**config.mk**
```make
export PLATFORM = sky130hd
export DESIGN_NAME = tick_scheduler
export DESIGN_NICKNAME = d
export VERILOG_FILES = /design/src/rtl/tick_scheduler.sv
export SDC_FILE = /design/constraint.sdc
export NUM_CORES = 1
export LEC_CHECK = 0
export ABC_AREA = 1
export CAP_MARGIN = 40
export CORE_ASPECT_RATIO = 1.25
export CORE_MARGIN = 2
export CORE_UTILIZATION = 56
export DETAILED_ROUTE_END_ITERATION = 10
export PLACE_DENSITY = 0.78
export SLEW_MARGIN = 5
export SYNTH_ARGS = -nofsm -noshare
export SYNTH_HDL_FRONTEND = slang
export SYNTH_SLANG_ARGS = --single-unit
```
**constraint.sdc**
```tcl
create_clock -name clk -period 2.65 [get_ports clk]
set_input_delay 0.53 -clock clk [delete_from_list [all_inputs] [get_ports clk]]
set_output_delay 0.53 -clock clk [all_outputs]
set_load 0.05 [all_outputs]
```
**src/rtl/tick_scheduler.sv**
```systemverilog
// ---------------------------------------------------------------------------
// tick_scheduler
//
// Shares one free-running prescaler between NUM_CH timer channels. The
// prescaler emits a one-cycle base_tick every PRE_DIV clocks. Each channel,
// once started, counts base ticks and emits a one-cycle tick_out pulse every
// `period` base ticks (periodic mode) or exactly once (one-shot mode).
// Consumers use tick_out as a clock enable inside the single clk domain.
//
// Ports:
//   clk         system clock
//   rst_n       synchronous active-low reset
//   cmd_valid   command present
//   cmd_ready   command may be accepted this cycle (low on base_tick cycles)
//   cmd_op      00 NOP, 01 START_PERIODIC, 10 START_ONESHOT, 11 STOP
//   cmd_ch      target channel
//   cmd_period  period in base ticks (START opcodes only)
//   cmd_err     one-cycle pulse after a rejected START command
//   base_tick   one-cycle prescaler pulse
//   tick_out    per-channel one-cycle tick pulse
//   busy        per-channel RUN indication
// ---------------------------------------------------------------------------
module tick_scheduler #(
   parameter int PRE_DIV = 2097152,
   parameter int NUM_CH  = 4,
   parameter int CNT_W   = 16,
   parameter int CH_W    = 2
) (
   input  logic              clk,
   input  logic              rst_n,
   input  logic              cmd_valid,
   output logic              cmd_ready,
   input  logic [1:0]        cmd_op,
   input  logic [CH_W-1:0]   cmd_ch,
   input  logic [CNT_W-1:0]  cmd_period,
   output logic              cmd_err,
   output logic              base_tick,
   output logic [NUM_CH-1:0] tick_out,
   output logic [NUM_CH-1:0] busy
);

   localparam int              PRE_W    = $clog2(PRE_DIV);
   localparam logic [PRE_W-1:0] PRE_LAST = PRE_W'(PRE_DIV - 1);

   localparam logic [1:0] OP_NOP       = 2'b00;
   localparam logic [1:0] OP_START_PER = 2'b01;
   localparam logic [1:0] OP_START_ONE = 2'b10;
   localparam logic [1:0] OP_STOP      = 2'b11;

   typedef enum logic {
      IDLE = 1'b0,
      RUN  = 1'b1
   } ch_state_t;

   logic [PRE_W-1:0] pre_cnt;
   ch_state_t        state   [NUM_CH];
   logic [CNT_W-1:0] per     [NUM_CH];
   logic [CNT_W-1:0] rem     [NUM_CH];
   logic [NUM_CH-1:0] oneshot;

   logic cmd_accept;
   logic is_start;
   logic ch_ok;
   logic start_bad;
   logic start_good;
   logic stop_cmd;

   // The base tick is decoded straight from the prescaler register so it
   // lines up with the cycle in which the counter holds its last value.
   assign base_tick = (pre_cnt == PRE_LAST);

   // Commands are held off on base_tick cycles, so a command can never
   // collide with a channel count update in the same cycle.
   assign cmd_ready  = rst_n & ~base_tick;
   assign cmd_accept = cmd_valid & cmd_ready;

   // Command decode. Only START opcodes are ever rejected; a STOP aimed at a
   // channel that does not exist simply matches nothing below.
   assign is_start   = (cmd_op == OP_START_PER) | (cmd_op == OP_START_ONE);
   assign ch_ok      = (32'(cmd_ch) < NUM_CH);
   assign start_bad  = cmd_accept & is_start & ((cmd_period == '0) | ~ch_ok);
   assign start_good = cmd_accept & is_start & (cmd_period != '0) & ch_ok;
   assign stop_cmd   = cmd_accept & (cmd_op == OP_STOP);

   // busy is a direct view of the registered channel state.
   always_comb begin
      busy = '0;
      for (int i = 0; i < NUM_CH; i++) begin
         busy[i] = (state[i] == RUN);
      end
   end

   // Prescaler, command handling and all channel FSMs live in one clocked
   // process. rem reloads from per when it reaches 1, so in RUN it never
   // reaches 0 and never wraps. tick_out is cleared every cycle and only set
   // for the cycle right after the base tick that expires a channel.
   always_ff @(posedge clk) begin
      if (!rst_n) begin
         pre_cnt  <= '0;
         cmd_err  <= 1'b0;
         tick_out <= '0;
         oneshot  <= '0;
         for (int i = 0; i < NUM_CH; i++) begin
            state[i] <= IDLE;
            rem[i]   <= '0;
            per[i]   <= '0;
         end
      end else begin
         pre_cnt  <= base_tick ? '0 : pre_cnt + 1'b1;
         cmd_err  <= start_bad;
         tick_out <= '0;

         for (int i = 0; i < NUM_CH; i++) begin
            if (base_tick && (state[i] == RUN)) begin
               if (rem[i] == CNT_W'(1)) begin
                  tick_out[i] <= 1'b1;
                  if (oneshot[i]) begin
                     state[i] <= IDLE;
                     rem[i]   <= '0;
                  end else begin
                     rem[i] <= per[i];
                  end
               end else begin
                  rem[i] <= rem[i] - 1'b1;
               end
            end

            // A START restarts from the full count even when already running.
            if (start_good && (cmd_ch == CH_W'(i))) begin
               per[i]     <= cmd_period;
               rem[i]     <= cmd_period;
               oneshot[i] <= (cmd_op == OP_START_ONE);
               state[i]   <= RUN;
            end

            if (stop_cmd && (cmd_ch == CH_W'(i))) begin
               state[i] <= IDLE;
               rem[i]   <= '0;
            end
         end
      end
   end

endmodule
```
* Word level (Yosys, flattened, before mapping)
Memory sizes are Yosys's and may differ from the RTL's.
Index checks and enable logic that the tools add are counted.
** Word-level totals
- Bits in registers :: 30
- RAM bits :: 132
- Input port bits :: 23
- Output and inout port bits :: 11
- Word-level logic and storage cells :: 215
- Memories :: 3
** Operators by class
- $add $sub $neg :: 5
- Equality and inequality tests :: 11
- Multiplexer cells :: 121
- Bitwise logic cells :: 45
- Reductions and logical operators :: 20
** Memory list
- per :: words 4, width 16, read ports 4, clocked after memory_dff 0, write ports 4, RTL line 57 : logic [CNT_W-1:0] per [NUM_CH];
- rem :: words 4, width 16, read ports 4, clocked after memory_dff 0, write ports 4, RTL line 58 : logic [CNT_W-1:0] rem [NUM_CH];
- state :: words 4, width 1, read ports 4, clocked after memory_dff 0, write ports 4, RTL line 56 : ch_state_t state [NUM_CH];
** Operators with widths (count)
- 16-bit 2-to-1 mux :: 24
- 1-bit 2-to-1 mux :: 97
- 16-bit by 1-bit equality test with 1-bit output (second input constant) :: 4
- 16-bit by 1-bit subtractor with 16-bit output (second input constant) :: 4
- 1-bit bitwise OR :: 37
- 21-bit by 1-bit adder with 21-bit output (second input constant) :: 1
- 21-bit equality test (second input constant) :: 1
- 16-bit zero test :: 1
- 16-bit nonzero test :: 1
- 1-bit logical AND :: 12
- 2-bit equality test (second input constant) :: 4
- 2-bit AND reduction :: 4
- 1-bit bitwise AND :: 6
- 2-bit by 1-bit equality test with 1-bit output (second input constant) :: 2
- 2-bit zero test :: 1
- 1-bit NOT :: 2
- 2-bit OR reduction :: 1

* Logic depth before layout (Yosys ltp)
- Depth in word-level cells :: 12
- Mapped depth :: 14
- Mapped depth without buffers :: 14

* Least setup slack after synthesis
No wires, ideal clock.
- Kind :: register -> register
- Start :: register pre_cnt[0]
- End :: memory rem[3][0], enable pin
- Library setup time :: 453 ps
- Arrival time :: 2045 ps
- Data required time :: 2197 ps
- Setup slack :: 152 ps
- Cell stages (with the launch flop) :: 12
- Buffers on the path :: 1
- Clock period less this slack :: 2498 ps
- Cell sequence :: dfxtp_1 ha_1 nand2_1 nor2_1 nand2_2 nor2_4 nand2_1 nand4_1 nor2_2 buf_2 nand2_1 nand4_1
** RTL lines
- start, declared :: RTL line 55 : logic [PRE_W-1:0] pre_cnt;
- start signal, assigned :: RTL line 109 : pre_cnt <= base_tick ? '0 : pre_cnt + 1'b1;
- end, declared :: RTL line 58

* Worst setup path after layout
- Start :: register pre_cnt[0]
- End :: output cmd_ready
** On the way
- Cells in the longest elaborated chain, start to end :: 3
** RTL lines
- 21-bit equality test :: RTL line 70 : assign base_tick = (pre_cnt == PRE_LAST);
- 1-bit NOT :: RTL line 74 : assign cmd_ready = rst_n & ~base_tick;
- 1-bit bitwise AND :: RTL line 74
- end, declared :: RTL line 32 : output logic cmd_ready,
Every way passes these cells.

==> results.md <==
- Outcome: finished, final reports clean
- Starting Density: 0.565
- Vias/cell: 5.35
- Syn Nets: 1349
- Arrival @ worst endpoint: 2.01 ns
- Clock buffer count from CTS: 17
- Share of the synthesized area in the top cell type: 0.397
- Die height: 152 um
- Routed Wire Length: 24800 um
- CP Class: reg2out
- Final ANT Viol Nets: 0
- Worst setup SP type: flop
- Post-Place Setup Slack: -0.0621 ns
- CTS Sinks: 162
- Hold-fix buffers at CTS: 0
- Synthesis-stage register bit count: 162
- Final Max Tran Viols: 0
- Clock Skew: 0.00992 ns
- Final hold violation count: 0
- P per Cell Area: 520 nW/um2
- Worst setup margin: 0.113 ns
- LEAKAGE: 5.28 nW
- IO buf count: 33
- WHS: 0.452 ns
- Gr usage total: 0.283
- Clk Latency, worst-skew pair: 0.43 ns
- Die ar.: 18500 um2
- Mapped cell area: 9770 um2
- Row cnt: 54
- Post-synthesis compound-gate area fraction: 0.0241
- Total number of vias: 8653
- Slew @ Worst Pin: 0.593 ns
- Final #Nets: 1414
- Ant diodes: 0
- CP Capture Type: output pin
- Cell Area, Placed: 10800 um2
- Final Cell Area: 11400 um2
- Die W: 122 um
- Gr ovfl total: 0
- Synth top cells by count: nand2_1, inv_1, nand3_1
- Clock transition at path regs: 0.06 ns
- Mux contribution to synthesized area: 0
- CTS tree: done
- Cell-internal power: 4.51 mW
- Initial antenna violation count: 0
- TritonRoute pass-1 iters: 5
- Initial DRC Count: 722
- Combinational Power Share: 0.089
- Worst Hold Class: reg2reg
- Area leader, netlist: edfxtp_1
- Asr flop ratio synth: 0
- DR DRC count: 0
- RSZ-0062 raised after global routing: false
- Synth Warn #: 0
- Total Power: 5.91 mW
- Post-CTS setup repair buffer count: 0
- First-pass GRT wire length: 40200 um
- Ports: 34
- FMAX: 394 MHz
- # Max-Cap Violations: 0
- Synth Area in Adders: 0.0141
- Largest family of logic cells by synthesized area: simple AND/OR/NAND/NOR gates
- H-Tree Depth: 4
- EDFF count, synth: 129
- Net Sw Frac: 0.237
- HPWL after DPL: 18100 um
- Final number of setup-violating endpoints: 0
- GPL Wtd Cong: 0.955
- Worst slew margin: 0.605
- Number of global-route vias before repair: 8197
- Unique masters post-synth: 34
- CP Max Fanout: 5
- Share of cells above drive strength 1: 0.0790
- Clock Path Buffers: 2
- Synth Area per Inst: 7.43 um2
- Count leader, synth: nand2_1
- CP required: 2.12 ns
- Largest net degree at the start of global routing: 58
- Main synth FF type: edfxtp_1
- Flop2flop setup slack: 0.17 ns
- Routed len/inst: 15.3 um
- Post-synthesis sequential area ratio: 0.464
- Root Driver: clkbuf_16
- Syn Inst Count: 1315
- Sw power: 1.40 mW
- VDD IR max: 0.526 mV
- Final Cycle Share: 0.957
- Tmin final: 2.54 ns
- Area share of xor/xnor cells in the synthesized design: 0.0386
- Core ar.: 17300 um2
- Synth-to-Final Area Change: 16.4%
- Synth top area cells: edfxtp_1, nand3_1, nand2_1, inv_1, nor2_1
- Clock power share: 0.418
- Reg power frac: 0.494
- Post-synthesis simple-gate area fraction: 0.338
- Fin util: 0.658
==> stage by stage <==
step           TNS [ns]  std cells
2_1_floorplan         0       1315
3_3_place_gp          0       1584
3_5_place_dp      -2.78       1584
4_1_cts               0       1616
5_1_grt               0       1617
6_report              0       1617
==> routing by layer <==
| layer | track usage | wire length [um] | vias to the layer above |
|---|---|---|---|
| li1 | - | - | 4285 |
| met1 | 0.347 | 9820 | 3945 |
| met2 | 0.485 | 12500 | 362 |
| met3 | 0.0588 | 1820 | 61 |
| met4 | 0.116 | 716 | 0 |
| met5 | 0 | 0 | - |
==> area by class of cell <==
class | count | area (um2)
timing repair inverter | 1 | 7.51
multi-input combinational | 852 | 4070
timing repair buffer | 86 | 906
tap | 224 | 280
clock inverter | 5 | 32.5
sequential | 162 | 4530
clock buffer | 27 | 568
fill | 1451 | 5920
inverter | 260 | 980
==> power by group through the flow <==
stage / Combinational [mW] / Sequential, mW / Clock (mW)
5_1_grt: 0.576 / 2.93 / 2.59
6_report: 0.526 / 2.92 / 2.47
3_3_place_gp: 0.504 / 2.97 / 0
4_1_cts: 0.519 / 2.92 / 2.49
3_5_place_dp: 0.513 / 2.97 / 0
2_1_floorplan: 0.291 / 2.95 / 0
==> repair_timing <==
action                                  in CTS  in global routing
gates cloned                                 0                  1
pin swaps                                    0                  1
endpoints found under the setup margin      16                129
gates resized for setup                      1                  5
==> logic make-up after synthesis <==
kind of cell	count (synthesis)
AO/OA/AOI/OAI	44
AND/OR/NAND/NOR	754
XOR/XNOR	43
flip-flops	162
buffers and inverters	301
adder cells (fa/ha/maj)	11
==> critical path, cell delays in order, from the launching register on <==
cell and delay (ns):
dfxtp_1 0.35, ha_1 0.17, nand2_1 0.07, nor2_2 0.15, nand2_2 0.15, nor2_4 0.19, nand2_1 0.14, nand2_2 0.10
inv_2 0.09, buf_12 0.16
==> state kept, by name, summed over array words and instances, names as in the netlist <==
name and count:
per 64, tick_out 4, oneshot 4, cmd_err 1, pre_cnt 21, rem 64
state 4
==> placed cells by master, fill, tap and decap left out, types with 5 or more instances in the layout <==
| cell type | netlist | final |
|---|---|---|
| nand2_1 | 287 | 286 |
| inv_1 | 257 | 256 |
| nand3_1 | 220 | 220 |
| nor2_1 | 182 | 180 |
| edfxtp_1 | 129 | 129 |
| buf_4 | 11 | 40 |
| dfxtp_1 | 33 | 33 |
| xor2_1 | 32 | 32 |
| clkdlybuf4s50_1 | 0 | 30 |
| a21oi_1 | 26 | 26 |
| clkbuf_16 | 0 | 21 |
| nand4_1 | 16 | 16 |
| buf_12 | 0 | 15 |
| nor3_1 | 12 | 12 |
| o21ai_0 | 11 | 11 |
| xnor2_1 | 11 | 11 |
| ha_1 | 11 | 11 |
| nor2_2 | 6 | 6 |
| nand2_2 | 5 | 6 |
| nor2_4 | 4 | 6 |
| nor4_1 | 5 | 5 |
| nand3b_1 | 5 | 5 |
==> final timing paths <==
kind,start,endpoint,cells after the start
max,pre_cnt[0],cmd_ready,9
min,pre_cnt[0],pre_cnt[0],1
min reg2reg,pre_cnt[0],pre_cnt[0],1
max reg2reg,pre_cnt[0],rem[3][4],13
No activity file was read; power rests on OpenSTA's default activity.
